[config.mk]
export PLATFORM = sky130hd
export DESIGN_NAME = ps2_frame_rx
export DESIGN_NICKNAME = d
export VERILOG_FILES = /design/src/rtl/ps2_frame_rx.sv
export SDC_FILE = /design/constraint.sdc
export NUM_CORES = 1
export LEC_CHECK = 0
export BUFFER_PORTS_ARGS = -buffer_cell sky130_fd_sc_hd__buf_2
export CAP_MARGIN = 40
export CORE_MARGIN = 4
export CORE_UTILIZATION = 24
export CTS_BUF_LIST = sky130_fd_sc_hd__clkbuf_8
export DETAILED_ROUTE_END_ITERATION = 10
export SYNTH_ARGS = -nofsm -noshare
export SYNTH_HDL_FRONTEND = slang
export SYNTH_SLANG_ARGS = --single-unit
export TNS_END_PERCENT = 30
[constraint.sdc]
create_clock -name clk -period 3.2 [get_ports clk]
set_input_delay 0.64 -clock clk [delete_from_list [all_inputs] [get_ports clk]]
set_output_delay 0.64 -clock clk [all_outputs]
set_load 0.02 [all_outputs]
[src/rtl/ps2_frame_rx.sv]
// PS/2 device-to-host frame receiver: sync + deglitch, 11-bit framing, stop check, stall watchdog.
// Optional odd-parity enforcement is enabled by defining PS2_RX_PARITY_CHECK_EN.
module ps2_frame_rx #(
    parameter int unsigned FILTER_LEN     = 8,
    parameter int unsigned TIMEOUT_CYCLES = 200000
) (
    input  logic       clk,
    input  logic       reset,
    input  logic       ps2d,
    input  logic       ps2c,
    input  logic       rx_en,
    output logic       rx_done_tick,
    output logic [7:0] dout,
    output logic       frame_err,
    output logic       parity_err
);

    localparam int unsigned WD_W  = (TIMEOUT_CYCLES > 2) ? $clog2(TIMEOUT_CYCLES) : 1;
    localparam int unsigned CNT_W = 4;
    localparam logic [WD_W-1:0] WD_LAST = WD_W'(TIMEOUT_CYCLES - 1);

    typedef struct packed {
        logic       stop;
        logic       parity;
        logic [7:0] data;
    } frame_t;

    typedef enum logic [1:0] {
        IDLE  = 2'd0,
        SHIFT = 2'd1,
        LOAD  = 2'd2
    } state_t;

    logic [1:0]            c_sync;
    logic [1:0]            d_sync;
    logic                  ps2c_s;
    logic                  ps2d_s;
    logic [FILTER_LEN-1:0] filt_q;
    logic                  filt_clk;
    logic                  filt_clk_d;
    logic                  fall_edge_c;

    state_t            state_q, state_d;
    frame_t            shift_q, shift_d;
    frame_t            shift_in_c;
    logic [CNT_W-1:0]  cnt_q, cnt_d;
    logic [WD_W-1:0]   wd_q, wd_d;
    logic [7:0]        dout_q, dout_d;
    logic              done_q, done_d;
    logic              ferr_q, ferr_d;
`ifdef PS2_RX_PARITY_CHECK_EN
    logic              perr_q, perr_d;
`endif

    assign ps2c_s = c_sync[1];
    assign ps2d_s = d_sync[1];

    // Two-flop synchronisers, idle-high
    always_ff @(posedge clk or negedge reset) begin
        if (!reset) begin
            c_sync <= 2'b11;
            d_sync <= 2'b11;
        end else begin
            c_sync <= {c_sync[0], ps2c};
            d_sync <= {d_sync[0], ps2d};
        end
    end

    // Glitch filter: level changes only after FILTER_LEN agreeing samples
    always_ff @(posedge clk or negedge reset) begin
        if (!reset) begin
            filt_q     <= '1;
            filt_clk   <= 1'b1;
            filt_clk_d <= 1'b1;
        end else begin
            filt_q     <= {filt_q[FILTER_LEN-2:0], ps2c_s};
            filt_clk_d <= filt_clk;
            if (&filt_q) begin
                filt_clk <= 1'b1;
            end else if (~|filt_q) begin
                filt_clk <= 1'b0;
            end
        end
    end

    assign fall_edge_c = filt_clk_d & ~filt_clk;
    assign shift_in_c  = frame_t'({ps2d_s, shift_q[9:1]});

    // State and registered outputs
    always_ff @(posedge clk or negedge reset) begin
        if (!reset) begin
            state_q <= IDLE;
            shift_q <= '0;
            cnt_q   <= '0;
            wd_q    <= '0;
            dout_q  <= 8'h00;
            done_q  <= 1'b0;
            ferr_q  <= 1'b0;
`ifdef PS2_RX_PARITY_CHECK_EN
            perr_q  <= 1'b0;
`endif
        end else begin
            state_q <= state_d;
            shift_q <= shift_d;
            cnt_q   <= cnt_d;
            wd_q    <= wd_d;
            dout_q  <= dout_d;
            done_q  <= done_d;
            ferr_q  <= ferr_d;
`ifdef PS2_RX_PARITY_CHECK_EN
            perr_q  <= perr_d;
`endif
        end
    end

    // Strobes are computed on the transition into LOAD so they are high during LOAD itself
    always_comb begin
        state_d = state_q;
        shift_d = shift_q;
        cnt_d   = cnt_q;
        wd_d    = wd_q;
        dout_d  = dout_q;
        done_d  = 1'b0;
        ferr_d  = 1'b0;
`ifdef PS2_RX_PARITY_CHECK_EN
        perr_d  = 1'b0;
`endif
        case (state_q)
            IDLE: begin
                if (fall_edge_c && rx_en && !ps2d_s) begin
                    state_d = SHIFT;
                    cnt_d   = CNT_W'(9);
                    wd_d    = '0;
                end
            end
            SHIFT: begin
                if (fall_edge_c) begin
                    shift_d = shift_in_c;
                    wd_d    = '0;
                    if (cnt_q == '0) begin
                        state_d = LOAD;
                        if (!shift_in_c.stop) begin
                            ferr_d = 1'b1;
`ifdef PS2_RX_PARITY_CHECK_EN
                        end else if (!(^{shift_in_c.parity, shift_in_c.data})) begin
                            perr_d = 1'b1;
`endif
                        end else begin
                            done_d = 1'b1;
                            dout_d = shift_in_c.data;
                        end
                    end else begin
                        cnt_d = cnt_q - CNT_W'(1);
                    end
                end else if (wd_q == WD_LAST) begin
                    // Stalled frame: drop it so the next start bit is framed correctly
                    state_d = IDLE;
                    ferr_d  = 1'b1;
                end else begin
                    wd_d = wd_q + WD_W'(1);
                end
            end
            LOAD: begin
                state_d = IDLE;
            end
            default: begin
                state_d = IDLE;
            end
        endcase
    end

    assign rx_done_tick = done_q;
    assign dout         = dout_q;
    assign frame_err    = ferr_q;
`ifdef PS2_RX_PARITY_CHECK_EN
    assign parity_err   = perr_q;
`else
    assign parity_err   = 1'b0;
`endif

endmodule

==> reports/metrics.cfg <==
[global_route]
grt_max_degree=26
grtUsageTotal_pct=8.26
grt_pass1_wl_um=8380
antenna_found_initial=0
grt_pass1_vias=1829
overflow=0

[worst_setup_path]
max_stage_delay_ps=460
start_kind=flop
crit_required_ps=3440
crit_path_cell_trace=ha_1 > nand3_1 > nor2_1 > nand4_1 > or3_1 > a21oi_1
crit_family=simple AND/OR/NAND/NOR gates
end_kind=flop
rr_endpoint=wd_q[14]$_DFFE_PN0P_
slowest_stage=nor2_1
crit_arrival_ps=2270
r2r_slack_ps=1170
cp_num_cells=6
worstSetupPathType=flop to flop
r2r-start=wd_q[0]$_DFFE_PN0P_
r2r.worst_path.cells=6
crit_buf_inv=0
cp_max_fo=7

[synth]
yosysMostFrequentCell=dfrtp_1
synth_nets=235
synth_seq_cells=57
async_flop_share_pct=100
synthDistinctLibCells=45
yosysTopAreaCellShare_pct=42.7
avgSynthCellArea_um2=11.0
synth.area.top_cells=dfrtp_1, dfstp_2, mux2_1, o21ai_1, nand3_1
ys_warn_count=0
seq_area_frac_synth_pct=57.3
synthTopCellsByCount=dfrtp_1, nor2_1, o21ai_1, nand2_1, mux2_1
synth_top_area_cell=dfrtp_1
synthFlopType=dfrtp_1
synth-edff-count=0
netlist_area_mm2=0.00252
syn_inst=228

[cts]
clk_pin_slew_worst_paths_ps=60
cts_resized=0
clock_path_buffers=2
hold_buffers=0
cts_tree=done
clock-sinks=57
cts_made_buffers=9
postCtsSetupRepairBufs=0
worstSkewPairLatency_ps=320
cts_max_level=3
cts_root_buf=clkbuf_8

[sta]
final-max-slew-violation-count=0
finalCritPeriodShare_pct=63.3
relSlewSlack_pct=62.5
period_minus_slack_ps=2030
setup_viol_count_final=0
rsz0062_at_grt=false
fin_skew_ps=6.34
fmax_ghz=0.494
hold_viol=0
fin_ws_ps=1170
tightest_slew_ps=562
fin_tns_setup_ps=0
fin_hold_ws_ps=311

[placed_design]
dp.cells=375
dpl_cell_area_mm2=0.00275
hpwl_um=3350
globalplace.congestion=0.769
portBuffers=14
dpl_worst_slack_ps=1180

[power_and_ir_drop]
share_seq_of_total_power_pct=49.3
finalPower_mw=1.78
p_comb_share_pct=17.7
p_switching_mw=0.557
swShare_pct=31.3
p_leak_nw=1.28
power_density_mw_per_mm2=608
p_clk_share_pct=33.0
p_int_mw=1.22
ir_drop_mv=0.349

[final_layout]
finalNonFillerCells=391
layout-drive-gt1-share_pct=21.2
finish.utilization_pct=28.5
synthToLayoutAreaGrowth_pct=16.2
final_nets=257
diodes=0
fin_area_mm2=0.00293

[routing]
drc_errors=0
vias_per_cell=4.54
ant_nets=0
drt-total-wl_um=4760
first_pass_iters=4
routedWlPerCell_um=12.2
via_count=1776
drtIter0Drc=76

[floorplanning]
die_y_um=110
die_w_um=110
start_util_pct=24.5
boundaryPins=16
die_area_mm2=0.0122
placementRows=37
core_mm2=0.0103

[min_path]
hold_path.class=input pin to async pin

[run_status]
outcome=finished clean

[run]
drv_cap=0

metal layers:
metal | share of wire (%) | wire length [µm] | track usage (%)
met5 | 0 | 0 | 0
met4 | 1.4 | 69 | 3.69
met3 | 3.5 | 167 | 2.52
met2 | 44 | 2070 | 12.2
met1 | 52 | 2450 | 11.1
cell type report:
cell class                      count  area (µm²)
Clock buffer                       11         151
Clock inverter                      5        25.0
Fill cell                        1089        7350
Inverter                            7        26.3
Multi-Input combinational cell    156         991
Sequential cell                    57        1440
Tap cell                          136         170
Timing Repair Buffer               19         120
sequential cells by signal, summed over array words and instances (netlist names):
| name | flops |
|---|---|
| dout | 8 |
| state_q | 2 |
| frame_err | 1 |
| wd_q | 18 |
| filt_clk_d | 1 |
| c_sync | 2 |
| filt_clk | 1 |
| rx_done_tick | 1 |
| filt_q | 8 |
| shift_in_c | 9 |
| cnt_q | 4 |
| d_sync | 2 |
worst register-to-register path, delay by kind of cell, from the launching register on:
family,cells,cell delay [ps]
and+or+nand+nor,4,1190
adders and majority gates,1,210
DFF,1,410
AOI/OAI and AO/OA,1,150
kinds of logic (layout without fill, tap and decap cells):
group	after synthesis	after routing	synth area share [%]
simple gates	86	86	18.1
flops	57	57	57.3
compound gates	47	47	11.4
mux	18	18	8.00
buf+inv	15	42	3.33
fa+ha+maj	2	2	0.993
xor+xnor	2	2	0.696
other cells	1	1	0.149
worst max-delay path by stage:
stage	slack (ps)	to	start
floorplan	1430	wd_q[14]$_DFFE_PN0P_	wd_q[0]$_DFFE_PN0P_
global placement	1200	wd_q[14]$_DFFE_PN0P_	rx_en
finish	1170	wd_q[14]$_DFFE_PN0P_	wd_q[0]$_DFFE_PN0P_
CTS	1190	wd_q[14]$_DFFE_PN0P_	wd_q[0]$_DFFE_PN0P_
global route	960	wd_q[14]$_DFFE_PN0P_	wd_q[0]$_DFFE_PN0P_
detailed placement	1180	wd_q[6]$_DFFE_PN0P_	rx_en
power groups by stage:
stage               clock network [mW]  registers [mW]  logic [mW]
floorplan                            0           0.852       0.287
global placement                     0           0.885       0.305
detailed placement                   0           0.887       0.316
CTS                              0.609           0.874       0.317
global route                     0.642           0.888       0.360
finish                           0.587           0.877       0.315
cell usage in the layout, fill, tap and decap left out, types with 2 or more instances in the layout:
master    instances
a21oi_1          10
a22o_1            2
a31oi_1           4
buf_2            14
buf_4             4
clkbuf_8         11
clkinv_2          2
dfrtp_1          43
dfstp_2          14
ha_1              2
inv_1             9
mux2_1           16
nand2_1          19
nand2b_1          3
nand3_1          15
nand4_1          10
nor2_1           20
nor3_1            4
nor4_1            2
o21ai_0           2
o21ai_1          20
o41ai_1           2
or3_1             4
No activity file was read; power rests on OpenSTA's default activity.
